**src/rtl/hex_sr_pkg.sv**
```systemverilog
// Shared op encodings and controller states for the hex shift-register store.
package hex_sr_pkg;

    typedef enum logic [1:0] {
        OP_READ  = 2'b00,
        OP_WRITE = 2'b01,
        OP_CLEAR = 2'b10,
        OP_RSVD  = 2'b11
    } op_e;

    typedef enum logic [1:0] {
        IDLE,
        SEEK,
        CLEAR,
        DONE
    } state_e;

endpackage

```
**src/rtl/hex_sr_ctrl_if.sv**
```systemverilog
// Request/response handshake between the I/O decode and the store controller.
interface hex_sr_ctrl_if
    import hex_sr_pkg::*;
#(
    parameter int AW = 7
);
    logic          req_valid;
    logic          req_ready;
    op_e           req_op;
    logic [AW-1:0] req_addr;
    logic [5:0]    req_wdata;
    logic          rsp_valid;
    logic [5:0]    rsp_rdata;
    logic          rsp_err;

    modport master (
        output req_valid, req_op, req_addr, req_wdata,
        input  req_ready, rsp_valid, rsp_rdata, rsp_err
    );

    modport slave (
        input  req_valid, req_op, req_addr, req_wdata,
        output req_ready, rsp_valid, rsp_rdata, rsp_err
    );
endinterface

```
**src/rtl/hex_sr_pos_ctr.sv**
```systemverilog
// Modulo-LENGTH counter with enable and synchronous clear.
module hex_sr_pos_ctr #(
    parameter  int LENGTH = 100,
    localparam int AW     = $clog2(LENGTH)
) (
    input  logic          clk,
    input  logic          rst_n,
    input  logic          clr,
    input  logic          en,
    output logic [AW-1:0] pos
);

    always_ff @(posedge clk or negedge rst_n) begin
        if (!rst_n) begin
            pos <= '0;
        end else if (clr) begin
            pos <= '0;
        end else if (en) begin
            pos <= (pos == AW'(LENGTH - 1)) ? '0 : pos + AW'(1);
        end
    end

endmodule

```
**src/rtl/hex_sr_ctrl.sv**
```systemverilog
// Rotates the recirculating hex shift register to make it an addressable store.
module hex_sr_ctrl
    import hex_sr_pkg::*;
#(
    parameter int LENGTH = 100
) (
    input  logic         clk,
    input  logic         rst_n,
    hex_sr_ctrl_if.slave bus,
    output logic         sr_shift,
    output logic         sr_recirc,
    output logic [5:0]   sr_din,
    input  logic [5:0]   sr_dout
);

    localparam int AW = $clog2(LENGTH);

    state_e        state;
    op_e           op;
    logic [AW-1:0] addr;
    logic [5:0]    wdata;
    logic [AW-1:0] pos;
    logic [AW-1:0] clr_cnt;

    logic accept;
    logic oob;
    logic bad;
    logic hit;
    logic wr_hit;
    logic last;

    assign accept = bus.req_valid && (state == IDLE);
    assign oob    = {1'b0, bus.req_addr} >= (AW+1)'(LENGTH);
    assign bad    = (bus.req_op == OP_RSVD) ||
                    ((bus.req_op != OP_CLEAR) && oob);
    assign hit    = (pos == addr);
    assign wr_hit = (state == SEEK) && hit && (op == OP_WRITE);
    assign last   = (clr_cnt == AW'(LENGTH - 1));

    assign sr_shift  = (state == SEEK) || (state == CLEAR);
    assign sr_recirc = !((state == CLEAR) || wr_hit);
    assign sr_din    = wr_hit ? wdata : 6'd0;

    hex_sr_pos_ctr #(.LENGTH(LENGTH)) u_pos (
        .clk   (clk),
        .rst_n (rst_n),
        .clr   (1'b0),
        .en    (sr_shift),
        .pos   (pos)
    );

    // A clear sweeps exactly LENGTH cells, so pos returns to its start.
    hex_sr_pos_ctr #(.LENGTH(LENGTH)) u_clr (
        .clk   (clk),
        .rst_n (rst_n),
        .clr   (accept),
        .en    (state == CLEAR),
        .pos   (clr_cnt)
    );

    always_ff @(posedge clk or negedge rst_n) begin
        if (!rst_n) begin
            state         <= IDLE;
            op            <= OP_READ;
            addr          <= '0;
            wdata         <= '0;
            bus.req_ready <= 1'b1;
            bus.rsp_valid <= 1'b0;
            bus.rsp_err   <= 1'b0;
            bus.rsp_rdata <= '0;
        end else begin
            unique case (state)
                IDLE: begin
                    if (bus.req_valid) begin
                        op            <= bus.req_op;
                        addr          <= bus.req_addr;
                        wdata         <= bus.req_wdata;
                        bus.req_ready <= 1'b0;
                        if (bad) begin
                            state         <= DONE;
                            bus.rsp_valid <= 1'b1;
                            bus.rsp_err   <= 1'b1;
                        end else if (bus.req_op == OP_CLEAR) begin
                            state <= CLEAR;
                        end else begin
                            state <= SEEK;
                        end
                    end
                end
                SEEK: begin
                    if (hit) begin
                        if (op == OP_READ) begin
                            bus.rsp_rdata <= sr_dout;
                        end
                        state         <= DONE;
                        bus.rsp_valid <= 1'b1;
                    end
                end
                CLEAR: begin
                    if (last) begin
                        state         <= DONE;
                        bus.rsp_valid <= 1'b1;
                    end
                end
                DONE: begin
                    state         <= IDLE;
                    bus.rsp_valid <= 1'b0;
                    bus.rsp_err   <= 1'b0;
                    bus.req_ready <= 1'b1;
                end
            endcase
        end
    end

endmodule

```
**src/flat_wrapper.sv**
```systemverilog
// flat-port wrapper written by rule: the top's interface ports become plain ports
module hex_sr_ctrl_flat import hex_sr_pkg::*;
#(
    parameter int LENGTH = 100
)
  (clk, rst_n, sr_shift, sr_recirc, sr_din, sr_dout, bus_req_valid, bus_req_op, bus_req_addr, bus_req_wdata, bus_req_ready, bus_rsp_valid, bus_rsp_rdata, bus_rsp_err);
  hex_sr_ctrl_if #(.AW((7))) bus_i ();
  input  logic clk;
  input  logic rst_n;
  output logic sr_shift;
  output logic sr_recirc;
  output logic [5:0] sr_din;
  input  logic [5:0] sr_dout;
  input wire logic [$bits(bus_i.req_valid)-1:0] bus_req_valid;
  input wire logic [$bits(bus_i.req_op)-1:0] bus_req_op;
  input wire logic [$bits(bus_i.req_addr)-1:0] bus_req_addr;
  input wire logic [$bits(bus_i.req_wdata)-1:0] bus_req_wdata;
  output wire logic [$bits(bus_i.req_ready)-1:0] bus_req_ready;
  output wire logic [$bits(bus_i.rsp_valid)-1:0] bus_rsp_valid;
  output wire logic [$bits(bus_i.rsp_rdata)-1:0] bus_rsp_rdata;
  output wire logic [$bits(bus_i.rsp_err)-1:0] bus_rsp_err;
  assign bus_i.req_valid = bus_req_valid;
  assign bus_i.req_op = bus_req_op;
  assign bus_i.req_addr = bus_req_addr;
  assign bus_i.req_wdata = bus_req_wdata;
  assign bus_req_ready = bus_i.req_ready;
  assign bus_rsp_valid = bus_i.rsp_valid;
  assign bus_rsp_rdata = bus_i.rsp_rdata;
  assign bus_rsp_err = bus_i.rsp_err;
  hex_sr_ctrl #(.LENGTH(LENGTH)) u_core (.clk(clk), .rst_n(rst_n), .bus(bus_i), .sr_shift(sr_shift), .sr_recirc(sr_recirc), .sr_din(sr_din), .sr_dout(sr_dout));
endmodule
```
**config.mk**
```make
export PLATFORM = sky130hd
export DESIGN_NAME = hex_sr_ctrl_flat
export DESIGN_NICKNAME = d
export VERILOG_FILES = /design/src/rtl/hex_sr_pkg.sv /design/src/rtl/hex_sr_ctrl_if.sv /design/src/rtl/hex_sr_pos_ctr.sv /design/src/rtl/hex_sr_ctrl.sv /design/src/flat_wrapper.sv
export SDC_FILE = /design/constraint.sdc
export NUM_CORES = 1
export LEC_CHECK = 0
export ABC_AREA = 1
export CAP_MARGIN = 20
export CORE_UTILIZATION = 41
export DETAILED_ROUTE_END_ITERATION = 10
export PLACE_DENSITY = 0.68
export SLEW_MARGIN = 20
export SYNTH_ARGS = -nofsm -noshare
export SYNTH_HDL_FRONTEND = slang
export SYNTH_HIERARCHICAL = 1
export SYNTH_SLANG_ARGS = --single-unit
```
**constraint.sdc**
```tcl
create_clock -name clk -period 1.8 [get_ports clk]
set_clock_uncertainty 0.2 [all_clocks]
set_input_delay 0.54 -clock clk [delete_from_list [all_inputs] [get_ports clk]]
set_output_delay 0.54 -clock clk [all_outputs]
set_load 0.1 [all_outputs]
```
==> impl_metrics.env <==
export IMPL_io_pins=41
export IMPL_p_int_mw=3.10
export IMPL_startpoint_type="flop"
export IMPL_cts_tree="built"
export IMPL_final_net_count=391
export IMPL_initial_utilization=0.425
export IMPL_outcome="finished with violations"
export IMPL_die_x_um=74.8
export IMPL_netlist_area_um2=2170
export IMPL_seq_power_share=0.261
export IMPL_syn_inst=280
export IMPL_wl_per_cell_um=12.0
export IMPL_portBuffers=40
export IMPL_rsz0062_at_grt="true"
export IMPL_rows=26
export IMPL_wl_um=5160
export IMPL_vias=1991
export IMPL_min_path_type="flop to flop"
export IMPL_setup_viol=20
export IMPL_clock_latency_ps=290
export IMPL_period_minus_slack_ps=2490
export IMPL_met1Wirelength_um=2350
export IMPL_area_delta_synth_final_pct=56.4
export IMPL_fp_coreArea_um2=5110
export IMPL_power_frac_clock=0.095
export IMPL_grt_pass1_wl_um=8070
export IMPL_layout_commonest_cell="nand2_1"
export IMPL_drv_slew=0
export IMPL_hold_viol_final=0
export IMPL_setup_ws_ps=-695
export IMPL_first_pass_iters=7
export IMPL_fmax_mhz=401
export IMPL_antennaDiodeCount=0
export IMPL_wl_met2_um=2600
export IMPL_synth_warnings=6
export IMPL_met3WireLength_um=164
export IMPL_end_kind="output port"
export IMPL_worstReg2RegStart="u_core/state[1]"
export IMPL_dp_cells=412
export IMPL_fillers=402
export IMPL_root_buffer="clkbuf_8"
export IMPL_numCtsBuffers=5
export IMPL_required_ps=1060
export IMPL_syn_mean_instance_area_um2=7.75
export IMPL_hp_start="u_core/op[1]"
export IMPL_violations="setup timing"
export IMPL_top_layer_used="met4"
export IMPL_grt_max_degree=24
export IMPL_power_per_cell_area_nw_per_um2=1730
export IMPL_leakage_nw=1.60
export IMPL_htree_levels=2
export IMPL_yosysSeqAreaShare=0.462
export IMPL_antenna_left=0
export IMPL_antenna_found_initial=0
export IMPL_most_common_layout_cells="nand2_1 (67), inv_1 (44), dfrtp_1 (39), buf_4 (25), clkdlybuf4s50_1 (22)"
export IMPL_p_sw_frac=0.473
export IMPL_dpl_hpwl_um=3680
export IMPL_arrival_ps=1750
export IMPL_viasPerCell=4.62
export IMPL_cp_startpoint="u_core/u_pos/pos[2]"
export IMPL_grt_pass1_vias=1849
export IMPL_dieHeight_um=74.8
export IMPL_clkTransAtPathRegs_ps=70
export IMPL_instances_no_fill=431
export IMPL_cp_max_fo=7
export IMPL_cts_sinks=40
export IMPL_min_period_over_period=1.39
export IMPL_synth_seq_cells=40
export IMPL_grt_usage=0.191
export IMPL_die_area_um2=5590
export IMPL_power_switching_mw=2.78
export IMPL_yosysUniqueCellTypes=29
export IMPL_drt_iter0_markers=119
export IMPL_p_comb_frac=0.644
export IMPL_drc=0
export IMPL_ir_worst_vdd_mv=1.88
export IMPL_place_ws_ps=-365
export IMPL_path_class="flop to output port"
export IMPL_clockBufferDepth=2
export IMPL_overflow=0
export IMPL_final_core_util=0.665
export IMPL_gp_congestion=0.870
export IMPL_maxCapViolations=0
export IMPL_post_route_cells_drive_above_1_share=0.324
[worst max-delay path: stages, from the launching register on]
cell     delay, ps
dfrtp_1        400
nand2_1         80
nand2_1         90
nor2_2         140
nand2_2         90
nor2_4         120
nand3_4        190
nor2_4         180
buf_12         180
[synthesized netlist by cell type, drive strengths merged]
cell type	number	share of area
conb	1	0.0017
nor3	1	0.0023
dfrtp	39	0.45
nand2	80	0.14
and3	1	0.0029
buf	3	0.0098
xnor2	3	0.012
nand3b	2	0.0069
a22o	2	0.0081
nor2	30	0.065
nand4	1	0.0029
ha	6	0.035
a21boi	1	0.0035
o21ai	27	0.073
a21oi	5	0.012
inv	52	0.090
nand3	16	0.039
xor2	2	0.0081
o21bai	4	0.019
dfstp	1	0.012
a31oi	2	0.0058
o21a	1	0.0035
[path summary, 6_finish.rpt]
check | cells after the start | slack, ps | endpoint
worst max-delay path | 8 | -690 | sr_din[0]
min in group asynchronous | 2 | 460 | u_core/bus.rsp_valid
worst min-delay path | 2 | 320 | u_core/op[1]
worst min register to register | 2 | 320 | u_core/op[1]
max in group asynchronous | 3 | 510 | u_core/bus.rsp_rdata[5]
worst max register to register | 11 | -140 | u_core/u_pos/pos[2]
[stage by stage]
step	TNS (ps)	hold slack (ps)	power (mW)	area, um^2
CTS	-4880	309	5.43	3200
finish	-5820	320	5.88	3390
global route	-8120	339	6.22	3390
floorplan	-4000	44.4	3.51	2250
global placement	-6080	248	4.71	3090
detailed placement	-6590	252	4.77	3090
[routing by layer]
metal	vias to the layer above	GRT usage
met2	40	0.320
li1	1022	-
met1	925	0.247
met4	0	0.0545
met3	4	0.0428
met5	-	0
[sequential cells by signal, indices dropped and copies added (netlist names)]
signal	flops
u_core/bus.rsp_err	1
u_core/bus.rsp_valid	1
u_core/bus.rsp_rdata	6
u_core/u_clr/pos	7
u_core/u_pos/pos	7
u_core/op	2
u_core/bus.req_ready	1
u_core/addr	7
u_core/wdata	6
u_core/state	2
[power groups by stage]
| stage | sequential [mW] | combinational [mW] | clock (mW) |
|---|---|---|---|
| after floorplan | 2.16 | 1.35 | 0 |
| final | 1.53 | 3.79 | 0.560 |
| after detailed placement | 1.52 | 3.25 | 0 |
| after global placement | 1.51 | 3.20 | 0 |
| after CTS | 1.51 | 3.33 | 0.580 |
| after global routing | 1.58 | 4.03 | 0.619 |
[layout make-up]
type | instances | area [um^2] | share of cell area
multi-input combinational | 187 | 1130 | 0.334
sequential | 40 | 1000 | 0.295
timing repair buffer | 75 | 891 | 0.262
inverter | 52 | 203 | 0.0597
tap | 70 | 87.6 | 0.0258
clock buffer | 6 | 72.6 | 0.0214
clock inverter | 1 | 5.00 | 0.00147
[logic make-up (layout without fill, tap and decap cells)]
logic type | Yosys count | after routing | share of synthesized area
flip-flops | 40 | 40 | 0.462
AND/OR/NAND/NOR | 131 | 131 | 0.258
AO/OA/AOI/OAI | 42 | 42 | 0.124
other | 1 | 3 | 0.00173
adder cells (fa/ha/maj) | 6 | 6 | 0.0346
buffers and inverters | 55 | 134 | 0.0997
XOR/XNOR | 5 | 5 | 0.0202
[repair_timing]
action	4_1_cts	5_1_grt
hold endpoints to repair	9	0
pin swaps	5	18
buffers inserted	1	10
setup endpoints to repair	10	24
gates resized for setup	6	42
hold buffers	1	0
(Power assumes the default switching activity.)
